## src/rtl/param_rr_penc_arb_pkg.sv

```systemverilog
// rtl/param_rr_penc_arb_pkg.sv - shared sizing helper for the round-robin priority encoder/arbiter
package param_rr_penc_arb_pkg;

  // Width of a binary index into n request lines.
  function automatic int idx_w(input int n);
    return (n > 1) ? $clog2(n) : 1;
  endfunction

endpackage

```

## src/rtl/param_rr_penc_arb_penc_found.sv

```systemverilog
// rtl/param_rr_penc_arb_penc_found.sv - combinational lowest-set-bit encoder with found flag
module param_penc_found
  import param_rr_penc_arb_pkg::*;
#(
  parameter int  nbits = 8,
  localparam int iw    = idx_w(nbits)
) (
  input  logic [nbits-1:0] in_,
  output logic [iw-1:0]    out,
  output logic             found
);

  // Scanning downwards lets the lowest set bit overwrite any higher one.
  always_comb begin
    out   = '0;
    found = 1'b0;
    for (int i = nbits - 1; i >= 0; i--) begin
      if (in_[i]) begin
        out   = iw'(i);
        found = 1'b1;
      end
    end
  end

endmodule

```

## src/rtl/param_rr_penc_arb.sv

```systemverilog
// rtl/param_rr_penc_arb.sv - registered round-robin priority arbiter with val/rdy grant handshake
module param_rr_penc_arb
  import param_rr_penc_arb_pkg::*;
#(
  parameter int  nbits = 8,
  parameter bit  rr_en = 1'b1,
  localparam int iw    = idx_w(nbits)
) (
  input  logic             clk,
  input  logic             reset_n,
  input  logic [nbits-1:0] req,
  output logic             out_val,
  input  logic             out_rdy,
  output logic [iw-1:0]    out_idx,
  output logic [nbits-1:0] out_oh
);

  logic             val_q, val_d;
  logic [iw-1:0]    idx_q, idx_d;
  logic [iw-1:0]    ptr_q, ptr_d;
  logic [nbits-1:0] oh_q, oh_d;

  logic             fire, upd;
  logic [nbits-1:0] mask, hi;
  logic [iw-1:0]    hi_idx, lo_idx, pick;
  logic             hi_found, lo_found;

  assign fire = val_q & out_rdy;
  assign upd  = ~val_q | out_rdy;

  // Pointer moves one past the granted index on fire; explicit wrap keeps
  // non-power-of-two sizes inside 0..nbits-1.
  assign ptr_d = (rr_en && fire)
               ? ((idx_q == iw'(nbits - 1)) ? '0 : idx_q + 1'b1)
               : ptr_q;

  assign mask = ~((nbits'(1) << ptr_d) - nbits'(1));
  assign hi   = req & mask;

  param_penc_found #(.nbits(nbits)) u_penc_hi (
    .in_   (hi),
    .out   (hi_idx),
    .found (hi_found)
  );

  param_penc_found #(.nbits(nbits)) u_penc_lo (
    .in_   (req),
    .out   (lo_idx),
    .found (lo_found)
  );

  always_comb begin
    pick  = (rr_en && hi_found) ? hi_idx : lo_idx;
    val_d = val_q;
    idx_d = idx_q;
    oh_d  = oh_q;
    if (upd) begin
      val_d = lo_found;
      idx_d = lo_found ? pick : '0;
      oh_d  = lo_found ? (nbits'(1) << pick) : '0;
    end
  end

  always_ff @(posedge clk or negedge reset_n) begin
    if (!reset_n) begin
      val_q <= 1'b0;
      idx_q <= '0;
      ptr_q <= '0;
      oh_q  <= '0;
    end else begin
      val_q <= val_d;
      idx_q <= idx_d;
      ptr_q <= ptr_d;
      oh_q  <= oh_d;
    end
  end

  assign out_val = val_q;
  assign out_idx = idx_q;
  assign out_oh  = oh_q;

endmodule
```

## config.mk

```make
export PLATFORM = sky130hd
export DESIGN_NAME = param_rr_penc_arb
export DESIGN_NICKNAME = d
export VERILOG_FILES = /design/src/rtl/param_rr_penc_arb_pkg.sv /design/src/rtl/param_rr_penc_arb_penc_found.sv /design/src/rtl/param_rr_penc_arb.sv
export SDC_FILE = /design/constraint.sdc
export NUM_CORES = 1
export LEC_CHECK = 0
export ABC_CLOCK_PERIOD_IN_PS = 6900
export CORE_MARGIN = 10
export CORE_UTILIZATION = 29
export CTS_CLUSTER_SIZE = 20
export DETAILED_ROUTE_END_ITERATION = 10
export PLACE_DENSITY = 0.61
export RECOVER_POWER = 25
export SLEW_MARGIN = 15
export SYNTH_ARGS = -nofsm -noshare
export SYNTH_HDL_FRONTEND = slang
export SYNTH_SLANG_ARGS = --single-unit
```

## constraint.sdc

```tcl
create_clock -name clk -period 6.9 [get_ports clk]
set_clock_uncertainty 0.15 [all_clocks]
set_input_delay 1.38 -clock clk [delete_from_list [all_inputs] [get_ports clk]]
set_output_delay 1.38 -clock clk [all_outputs]
set_load 0.01 [all_outputs]
```

* After elaboration in Yosys (flattened, before gate mapping)
Index checks and enable logic that the tools add are counted.
Storage, ports and cells: bits in registers 15, bits of input ports 11, output and inout port bits 12, logic and storage cells 51
Operators by class: add/sub/neg operators 2, equal/unequal tests 1, shift operators 2, multiplexer cells 37, bitwise logic cells 5
Operators with widths (count):
- 3-bit two-way mux | 20
- 1-bit two-way mux | 16
- 1-bit by 3-bit << shifter with 8-bit output (first input constant) | 2
- 8-bit bitwise AND | 1
- 8-bit two-way mux | 1
- 8-bit NOT | 1
- 8-bit by 2-bit subtractor with 8-bit output (second input constant) | 1
- 3-bit by 1-bit adder with 3-bit output (second input constant) | 1
- 3-bit equality test (second input constant) | 1
- 1-bit bitwise AND | 1
- 1-bit NOT | 1
- 1-bit bitwise OR | 1

* Logic depth before layout (Yosys ltp)
depth in word-level cells 18, mapped depth 13

* By module
From an unflattened synthesis, not the netlist that was laid out.
Unflattened totals: cells, all modules 109, area, all modules 980.9 µm²
By module, submodules not included:
- param_rr_penc_arb | instances 1, cells an instance 83, area an instance 820.8 µm², sequential area each 375.4 µm²
- param_penc_found | instances 2, cells an instance 13, area an instance 80.1 µm², sequential area each 0.0 µm²

* Worst setup path after synthesis
No wires, ideal clock.
kind input -> register, from input out_rdy, to register oh_q[4], in the netlist out_oh[4], setup time 0.068 ns, data arrival time 3.397 ns, path slack 3.286 ns, cell stages on the path 11, buffers on the path 1, cells stage by stage buf_6 -> a2111o_1 -> o31a_4 -> ha_1 -> nand2b_1 -> a21oi_1 -> a22oi_2 -> a222oi_1 -> a211oi_2 -> a21oi_4 -> a32o_1
Between the ends: cells in the longest elaborated chain, start to end 17, elaborated cells on any way between the ends 26, those cells by class add/sub: 1; shift: 2; mux: 19; bitwise: 4
RTL lines:
- start: declaration | line param_rr_penc_arb.sv:13 | input logic out_rdy,
- 1-bit bitwise AND | line param_rr_penc_arb.sv:28 | assign fire = val_q & out_rdy;
- 3-bit two-way mux | line param_rr_penc_arb.sv:34 | ? ((idx_q == iw'(nbits - 1)) ? '0 : idx_q + 1'b1)
- 1-bit by 3-bit << shifter with 8-bit output | line param_rr_penc_arb.sv:37 | assign mask = ~((nbits'(1) << ptr_d) - nbits'(1));
- 8-bit by 2-bit subtractor with 8-bit output | line param_rr_penc_arb.sv:37
- 8-bit NOT | line param_rr_penc_arb.sv:37
- 8-bit bitwise AND | line param_rr_penc_arb.sv:38 | assign hi = req & mask;
- 3-bit two-way mux or 1-bit two-way mux (tied branches) (8 in series) | line param_rr_penc_arb_penc_found.sv:18 | if (in_[i]) begin
- 3-bit two-way mux | line param_rr_penc_arb.sv:53 | pick = (rr_en && hi_found) ? hi_idx : lo_idx;
- 1-bit by 3-bit << shifter with 8-bit output | line param_rr_penc_arb.sv:60 | oh_d = lo_found ? (nbits'(1) << pick) : '0;
- 8-bit two-way mux | line param_rr_penc_arb.sv:60
- end signal: assignment | line param_rr_penc_arb.sv:74 | oh_q <= oh_d;
- end: declaration | line param_rr_penc_arb.sv:21 | logic [nbits-1:0] oh_q, oh_d;
Parallel ways exist; a longest one is shown, timed or not. A chain may end at the register's enable or synchronous reset.

* Final worst setup path
Same ends and word-level chain as after synthesis.

==> impl_metrics.toml <==
[outcome]
outcome = "finished, final reports clean"

[critical_path]
cp-start-kind = "primary input"
r2r-end = "out_oh[4]$_DFFE_PN0P_"
rr_startpoint = "out_idx[0]$_DFFE_PN0P_"
worst_r2r_path_depth = 12
path_cells = "clkdlybuf4s50_1 > nand2_2 > o31a_4 > ha_1 > nand2b_1 > a21oi_1 > a22oi_2 > a222oi_1 > a211oi_2 > a21oi_4 > a32o_1"
cp_top_family = "compound AO/OA/AOI/OAI gates"
cp_slowest_cell = "clkdlybuf4s50_1"
reg2reg_slack_ns = 3.67
path_class = "primary input to flop"
crit_path_end_kind = "flop"
arrival_ns = 4.13
crit_buf_inv = 1
worst-path-max-fanout = 10
crit_required_ns = 6.94
critPathMaxStageDelay_ns = 0.67

[synthesis]
synthDistinctLibCells = 50
synthCells = 118
yosysSeqAreaShare_pct = 34.25
synth_area_leaders = "dfrtp_1 34%, nand2_1 6.5%, a32o_1 3.7%"
synth.yosys.warnings = 0
ys_async_sr_fraction_pct = 100.0
synth_ff_type = "dfrtp_1"
syn_area_per_cell_sq_um = 9.289
netlist.area_leader.share_pct = 34.25
synth_edf_count = 0
ys_seq_elements = 15
yosysTopAreaCell = "dfrtp_1"
syn-num-nets = 132
synth_area_sq_um = 1096

[worst_hold_path]
whs_endpoint = "out_oh[7]$_DFFE_PN0P_"
hold_class = "flop to flop"
hold_depth = 2
hp-start = "out_oh[7]$_DFFE_PN0P_"

[die]
die_w_microns = 81.48
ioPinCount = 23
die-height_microns = 81.48
start_util_pct = 29.94
std_cell_rows = 22
core-area_sq_um = 3661
dieArea_sq_um = 6638

[place]
port_buffers = 22
gpl.final_weighted_congestion = 0.8180
placed_cells = 185
preCtsSetupSlack_ns = 2.522
place_area_sq_um = 1358
dp.final_hpwl_mm = 2.316

[routing]
wl_mm = 2.846
drcViolationCount = 0
vias_per_cell = 5.513
vias = 1042
drtIter0Drc = 125
ant_nets = 0
drt_pass1_iterations = 4
route.detailed.wl_per_inst_microns = 15.06

[layout]
final_common_cell = "clkdlybuf4s50_1"
diodes = 0
fin_cells = 189
finalInstanceArea_sq_um = 1406
area_growth_pct = 28.31
final_cell_mix = "21 x clkdlybuf4s50_1, 19 x nand2_1, 15 x dfrtp_1, 8 x o21ai_0"
nets = 156
drive_gt1_share_pct = 14.18

[sta]
worstMarginPinSlew_ns = 0.6768
fmax_mhz = 244.5
slew_headroom_pct = 54.73
finalCriticalPeriod_ns = 4.089
setup_slack_ns = 2.811
finalSetupViolations = 0
hold_viol_final = 0
fin_crit_sh_pct = 59.27
rsz0062_at_grt = "no"
final.setup.tns_ns = 0
slew_violations = 0

[grt]
grt-ovfl-total = 0
grt_usage_pct = 8.847
grt_max_degree = 17
grt_pass1_vias = 998
grt_pass1_wl_mm = 4.761
antenna_found_initial = 0

[cts]
cts_hold_buf = 0
cts_tree = "built"
ctsResizeCount = 0
cts_setup_buffers = 0
worstSkewPairLatency_ns = 0.25
clockBufferDepth = 2
cts_buffers = 3
path_clk_slew_ns = 0.06
cts_sinks = 15
htree_levels = 1
root_buffer = "clkbuf_8"

[power]
p_total_mw = 0.6128
ir_drop_v = 0.0001923
p_per_area_nw_per_um2 = 435.7
p_leak_nw = 0.5826

[flow_run]
maxCapViolations = 0
## worst reg2reg max path, stage by stage (launching register included)
cell and delay [ns]:
dfrtp_1 0.44, ha_1 0.22, ha_1 0.32, o21bai_1 0.20, o31a_4 0.32, ha_1 0.24, nand2b_1 0.15, a21oi_1 0.15
a22oi_2 0.14, a222oi_1 0.28, a211oi_2 0.10, a21oi_4 0.24, a32o_1 0.20
## metrics by stage
stage	utilization [%]	hold WS, ns
3_3_place_gp	37.08	0.3288
6_report	38.41	0.3399
4_1_cts	38.41	0.3439
2_1_floorplan	-	0.3729
5_1_grt	38.41	0.3748
3_5_place_dp	37.08	0.3279
## area by class of cell
cell class / instances / area, sq um
clock buffer: 3 / 41.29
clock inverter: 1 / 7.507
fill: 360 / 2255
inverter: 5 / 18.77
multi-input combinational: 94 / 675.6
sequential: 15 / 375.4
tap: 48 / 60.06
timing repair buffer: 23 / 227.7
## worst max path at each step
stage             from  slack [ns]                     to  cells past startpoint
6_report       out_rdy        2.81  out_oh[4]$_DFFE_PN0P_                     11
5_1_grt        out_rdy        2.59  out_oh[6]$_DFFE_PN0P_                     12
2_1_floorplan  out_rdy        3.29  out_oh[4]$_DFFE_PN0P_                     11
4_1_cts        out_rdy        2.80  out_oh[6]$_DFFE_PN0P_                     11
3_5_place_dp   out_rdy        2.52  out_oh[6]$_DFFE_PN0P_                     11
3_3_place_gp   out_rdy        2.61  out_oh[6]$_DFFE_PN0P_                     11
## routing by layer
| metal | wire, microns | track usage, % |
|---|---|---|
| met1 | 1166 | 10.35 |
| met2 | 1419 | 14.85 |
| met3 | 252 | 4.148 |
| met4 | 7 | 1.038 |
| met5 | 0 | 0 |
## state kept, by name, indices dropped and copies added (netlist names)
signal / cells
out_val: 1
out_idx: 3
out_oh: 8
ptr_q: 3
## logic make-up after synthesis
kind of cell               Yosys count  share of synthesized area (%)
buffers and inverters                9                          4.110
adders and majority gates            3                          3.425
muxes                                1                          1.027
DFF                                 15                          34.25
and+or+nand+nor                     47                          24.89
AOI/OAI and AO/OA                   43                          32.31
## cells in the mapped netlist, types with 2 or more instances
cell,n
nand2_1,19
nor2_1,4
a22oi_2,2
nand3_1,3
o21ai_1,5
clkbuf_1,2
a211oi_2,2
o21ai_0,8
dfrtp_1,15
inv_1,5
or4_1,2
a21oi_1,4
nand4_1,3
a32o_1,4
nor2b_1,3
ha_1,3
## report_power, final
part | internal (mW) | switching [mW]
sequential | 0.118 | 0.0292
combinational | 0.181 | 0.212
clock | 0.0406 | 0.0329
total | 0.339 | 0.274
(Power assumes the default switching activity.)
